## src/rtl/clk_div_levels.sv

```systemverilog
// rtl/clk_div_levels.sv - four independent square-wave rate dividers feeding the level-select mux
// Optional build macro CLK_DIV_LEVELS_PULSE_EN adds one-cycle rise strobes P1..P4.
module clk_div_levels #(
  parameter int DIV1 = 25000000,
  parameter int DIV2 = 12500000,
  parameter int DIV3 = 6250000,
  parameter int DIV4 = 3125000
) (
  input  logic CLOCK,
  input  logic RESET_N,
  input  logic EN,
  input  logic SYNC,
  output logic CL1,
  output logic CL2,
  output logic CL3,
  output logic CL4
`ifdef CLK_DIV_LEVELS_PULSE_EN
  ,
  output logic P1,
  output logic P2,
  output logic P3,
  output logic P4
`endif
);

  localparam int DIV_ARR [4] = '{DIV1, DIV2, DIV3, DIV4};

  logic [3:0] cl_q;
`ifdef CLK_DIV_LEVELS_PULSE_EN
  logic [3:0] rise_q;
`endif

  for (genvar g = 0; g < 4; g++) begin : g_div
    localparam int D = DIV_ARR[g];
    // A divider of 1 still needs a 1-bit counter that simply sits at 0.
    localparam int W = (D > 1) ? $clog2(D) : 1;
    localparam logic [W-1:0] LAST = W'(D - 1);

    if (D < 1) begin : g_bad_div
      $error("clk_div_levels: every DIVi must be at least 1");
    end

    logic [W-1:0] cnt;

    // Half-period counter: toggles the rate clock on the terminal count, SYNC beats EN.
    always_ff @(posedge CLOCK or negedge RESET_N) begin
      if (!RESET_N) begin
        cnt     <= '0;
        cl_q[g] <= 1'b0;
`ifdef CLK_DIV_LEVELS_PULSE_EN
        rise_q[g] <= 1'b0;
`endif
      end else if (SYNC) begin
        cnt     <= '0;
        cl_q[g] <= 1'b0;
`ifdef CLK_DIV_LEVELS_PULSE_EN
        rise_q[g] <= 1'b0;
`endif
      end else if (EN) begin
        if (cnt == LAST) begin
          cnt     <= '0;
          cl_q[g] <= ~cl_q[g];
`ifdef CLK_DIV_LEVELS_PULSE_EN
          // Strobe lands in the same cycle the rate clock first reads high.
          rise_q[g] <= ~cl_q[g];
`endif
        end else begin
          cnt <= cnt + W'(1);
`ifdef CLK_DIV_LEVELS_PULSE_EN
          rise_q[g] <= 1'b0;
`endif
        end
      end else begin
`ifdef CLK_DIV_LEVELS_PULSE_EN
        rise_q[g] <= 1'b0;
`endif
      end
    end
  end

  assign CL1 = cl_q[0];
  assign CL2 = cl_q[1];
  assign CL3 = cl_q[2];
  assign CL4 = cl_q[3];

`ifdef CLK_DIV_LEVELS_PULSE_EN
  assign P1 = rise_q[0];
  assign P2 = rise_q[1];
  assign P3 = rise_q[2];
  assign P4 = rise_q[3];
`endif

endmodule

```

## config.mk

```make
export PLATFORM = sky130hd
export DESIGN_NAME = clk_div_levels
export DESIGN_NICKNAME = d
export VERILOG_FILES = /design/src/rtl/clk_div_levels.sv
export SDC_FILE = /design/constraint.sdc
export NUM_CORES = 1
export LEC_CHECK = 0
export ABC_AREA = 1
export CORE_MARGIN = 10
export CORE_UTILIZATION = 45
export DETAILED_ROUTE_END_ITERATION = 10
export GPL_ROUTABILITY_DRIVEN = 0
export MAX_ROUTING_LAYER = met4
export SKIP_CTS_REPAIR_TIMING = 1
export SLEW_MARGIN = 20
export SYNTH_ARGS = -nofsm -noshare
export SYNTH_HDL_FRONTEND = slang
export SYNTH_SLANG_ARGS = --single-unit
```

## constraint.sdc

```tcl
create_clock -name CLOCK -period 2.1 [get_ports CLOCK]
set_input_delay 0.63 -clock CLOCK [delete_from_list [all_inputs] [get_ports CLOCK]]
set_output_delay 0.63 -clock CLOCK [all_outputs]
set_load 0.02 [all_outputs]
```

# ---- After elaboration in Yosys (flattened, before gate mapping)
# Index checks and enable logic that the tools add are counted.
dict set report totals {
  register_bits 98
  in_bits 4
  output_inout_bits 4
  word_cells 53
}
dict set report op_classes {
  n_addsub 4
  eq_ne 4
  muxes 24
  bitwise 4
  n_reduce_logical 9
}
# cell count
set ops {}
lappend ops {{$mux W25} 3}
lappend ops {{$mux W24} 3}
lappend ops {{$mux W23} 3}
lappend ops {{$mux W22} 3}
lappend ops {{$add A25 B1 Y25 const B} 1}
lappend ops {{$eq A25 B25 Y1 const B} 1}
lappend ops {{$add A24 B1 Y24 const B} 1}
lappend ops {{$eq A24 B24 Y1 const B} 1}
lappend ops {{$add A23 B1 Y23 const B} 1}
lappend ops {{$eq A23 B23 Y1 const B} 1}
lappend ops {{$add A22 B1 Y22 const B} 1}
lappend ops {{$eq A22 B22 Y1 const B} 1}
lappend ops {{$mux W1} 12}
lappend ops {{$reduce_bool A2 Y1} 5}
lappend ops {{$reduce_and A2 Y1} 4}
lappend ops {{$not A1 Y1} 4}

# ---- Logic depth before layout (Yosys ltp)
dict set report depth {
  word_depth 4
  ltp_mapped 10
  depth_no_buf 10
}

# ---- Worst setup path after synthesis
# OpenSTA, ideal clock, no wires.
dict set report synth_path {
  path_type {input-to-reg}
  from {input port EN}
  to {register g_div[0].cnt[19]}
  setup_ps 65
  arrival_time_ps 1502
  required_time_ps 2035
  path_slack_ps 533
  stages 7
  path_buffers 1
  cell_sequence {buf_2 -> inv_2 -> nor2_1 -> inv_1 -> nor2_1 -> nand3_1 -> nand2_1}
}
dict set report synth_between {
  elab_chain_len 1
}
# element line_no
set synth_lines {}
lappend synth_lines {{from (decl)} 11} ;# input logic EN,
lappend synth_lines {{$reduce_bool A2 Y1 (no source line)} n/a}
lappend synth_lines {{to (signal assigned)} 68} ;# cnt <= cnt + W'(1);
lappend synth_lines {{to (decl)} 43} ;# logic [W-1:0] cnt;
# Every way passes these cells.
# A chain may end at the register's enable or synchronous reset.

# ---- Worst setup path after layout
dict set report layout_path {
  from {register cl_q[2] (netlist: CL3)}
  to {output port CL3}
}
# element line_no
set layout_lines {}
lappend layout_lines {{from (decl)} 28} ;# logic [3:0] cl_q;
lappend layout_lines {{from (signal, indexed assignment)} 62} ;# cl_q[g] <= ~cl_q[g];
lappend layout_lines {{to (decl)} 15} ;# output logic CL3,
# No word-level cell between the ends.

==> metrics.md <==
| Metric | Value |
|---|---|
| FP Rows | `42` |
| Buf/Inv on CP | `1` |
| Ys flop type | `dfrtp_1` |
| Area Growth Syn to Fin | `14.1%` |
| Worst R2R Setup Slack | `320 ps` |
| Sequential area share after synthesis | `39.5%` |
| Post-Syn Instances | `926` |
| VDD IR max | `581 uV` |
| Global-route wire length before repair | `25.8 mm` |
| Clk pwr share | `42.7%` |
| Worst Skew | `7.23 ps` |
| Worst hold path class | `in2async` |
| Leak | `3.33 nW` |
| Slew @ Worst Pin | `410 ps` |
| Compound-Gate Fraction of Synth Area | `2.92%` |
| Post-synthesis simple-gate area fraction | `42.8%` |
| Half-perimeter wire length after placement | `11.1 mm` |
| CTS tree | `done` |
| Flops & latches, synth | `98` |
| Antenna Cells | `0` |
| Worst rel slew slack | `72.6%` |
| Post-layout power | `0.00405 W` |
| Top post-synthesis cells by area | `dfrtp_1 (39%), nand2_1 (16%), nor2_1 (12%)` |
| Worst setup SP type | `flip-flop` |
| Power Internal | `0.00306 W` |
| Min Tclk post-route | `2040 ps` |
| Max-cap violations | `0` |
| Fmax | `489 MHz` |
| Vias per cell | `4.88` |
| Crit path DAT | `1410 ps` |
| Sw power | `0.000993 W` |
| DIE HEIGHT | `137 um` |
| Worst-skew pair later-pin latency | `360 ps` |
| Main combinational cell family by area after synthesis | `simple AND/OR/NAND/NOR gates` |
| Remaining Overflow, GRT | `0` |
| DIE AREA | `18900 um2` |
| CORE AREA | `13400 um2` |
| Commonest cells in the netlist | `nand2_1 (267), nor2_1 (200), inv_1 (116)` |
| Avg Cell Area, Syn | `6.71 um2` |
| FF-to-FF path depth | `9` |
| Number of synthesized flops with an enable pin | `0` |
| Combinational Power Share | `8.4%` |
| Power Dens Cells | `572 nW/um2` |
| # IOs | `8` |
| Final Hold Fails | `0` |
| R2R Path Start | `g_div[1].cnt[1]` |
| Setup crit end kind | `primary output` |
| Synth cell types | `36` |
| Clk root buf | `clkbuf_16` |
| Req. time, crit path | `1470 ps` |
| Crit-path max FO | `3` |
| Setup ws final | `55.3 ps` |
| CTS Buf Count | `9` |
| Sink Count | `98` |
| Number of instances in the placed design | `1137` |
| TritonRoute pass-1 iters | `5` |
| Final Routed Wirelength | `14.7 mm` |
| Status | `completed` |
| Final core occ | `52.9%` |
| Slew Viols, Final | `0` |
| Post-DP Area | `6780 um2` |
| Port Buffer Count | `7` |
| Worst path cell trace | `clkdlybuf4s50_1` |
| Total Routing Usage GR | `17.3%` |
| R2r endpoint | `g_div[1].cnt[20]` |
| Multiplexer area fraction after synthesis | `0.161%` |
| Largest net degree at the start of global routing | `40` |
| Mapped Nets | `935` |
| Pre-CTS WS | `-167 ps` |
| Synth Cell Area | `6210 um2` |
| Clk slew on worst S/H paths | `70 ps` |
| Cell taking the most area after synthesis | `dfrtp_1` |
| Xor/xnor share of the synthesized area | `4.94%` |
| Worst path slowest cell | `clkdlybuf4s50_1` |
| DRC viols | `0` |
| Nets@finish | `981` |
| Maximum clock insertion buffer count | `2` |
| Detailed Route Iter0 Violations | `395` |
| Die Width | `137 um` |
| Starting Density | `46.3%` |
| Crit Path Category | `reg2out` |
| Final non-filler cell total | `1153` |
| Via Count | `5631` |
| Vias in the first global route | `5320` |
| RSZ-0062 raised after global routing | `no` |
| Fill cells | `1369` |
| Final setup fails | `0` |
| Antenna-violating nets left | `0` |
| Top-area cell type share of the netlist area | `39.5%` |
| Synthesized-area fraction occupied by adder cells | `1.01%` |
| CP top delay family | `buffers and inverters` |
| Sequential power share | `48.8%` |
| Synth warn | `0` |
| Fin crit share | `97.4%` |
| Routed len/inst | `12.8 um` |
| Initial antenna violation count | `0` |
| Top-count cell post-synth | `nand2_1` |
| Switching portion of total power | `24.5%` |
| Final Cell Area | `7090 um2` |
| Number of H-tree levels | `3` |
| Fraction of registers with async set/reset | `100%` |
| Layout cells sized above 1 | `8.09%` |
| Slowest Stage Delay on Critical Path | `640 ps` |
## registers in the layout (all words and copies together), names as in the netlist
name       count
CL2            1
CL3            1
CL4            1
CL1            1
g_div.cnt     94
## cell families (layout without fill, tap and decap cells)
logic type                 after synthesis  after routing
buffers and inverters                  134            185
adders and majority gates                5              5
AOI/OAI and AO/OA                       29             29
xor gates and xnor gates                35             35
and+or+nand+nor                        624            624
muxes                                    1              1
DFF                                     98             98
## worst max path at each step
stage | cells after the start | start | end | slack [ps]
final | 1 | CL3 | CL3 | 60
after floorplan | 7 | EN | g_div[0].cnt[19] | 530
after CTS | 1 | CL3 | CL3 | 50
after detailed placement | 9 | SYNC | g_div[3].cnt[19] | -170
after global routing | 9 | SYNC | g_div[2].cnt[22] | 10
after global placement | 11 | SYNC | g_div[2].cnt[19] | -190
## layout make-up
| cell class | instances | area (um2) | area share (%) |
|---|---|---|---|
| clock buffers | 13 | 260 | 3.67 |
| repair buffers | 49 | 433 | 6.11 |
| flip-flops and latches | 98 | 2450 | 34.6 |
| well taps | 176 | 220 | 3.11 |
| inverters | 120 | 450 | 6.36 |
| multi-input cells | 694 | 3220 | 45.5 |
| clock inverters | 3 | 46.3 | 0.653 |
## layer usage
layer	vias up	GRT usage [%]	routed length (um)
li1	2988	-	-
met1	2564	23.0	7570
met2	62	26.5	6610
met3	17	2.91	330
met4	0	5.44	214
met5	-	-	0
## worst reg2reg max path, cell delays in order (launching register included)
cell and delay (ps):
dfrtp_1 390, ha_1 180, nand2_1 100, nor2_1 210
nand2_1 110, nor2_1 340, nand2_1 100, o21bai_1 130
nand2_1 60, nor2_1 90
## layout by cell type, fill, tap and decap left out, drive strengths merged, types with 3 or more instances in the layout
cell	count
nand2	268
o21bai	3
o21ai	15
or2	4
a21oi	7
xnor2	5
xor2	30
nand4	38
nor3	16
nor2	207
dfrtp	98
nand3	85
inv	121
nand3b	3
clkbuf	13
clkdlybuf4s50	6
ha	5
buf	43
## metrics by stage
stage	setup TNS (ps)	hold WS (ps)
after floorplan	0	334
after global placement	-6180	485
after detailed placement	-5370	494
after CTS	0	203
after global routing	0	225
final	0	197
## power by group through the flow
stage               clock (W)  sequential, W  combinational, W
floorplan                   0        0.00201          0.000159
finish                0.00173        0.00198          0.000342
detailed placement          0        0.00201          0.000348
CTS                   0.00178        0.00198          0.000349
global route          0.00185        0.00198          0.000393
global placement            0        0.00201          0.000350
No activity file was read; power rests on OpenSTA's default activity.
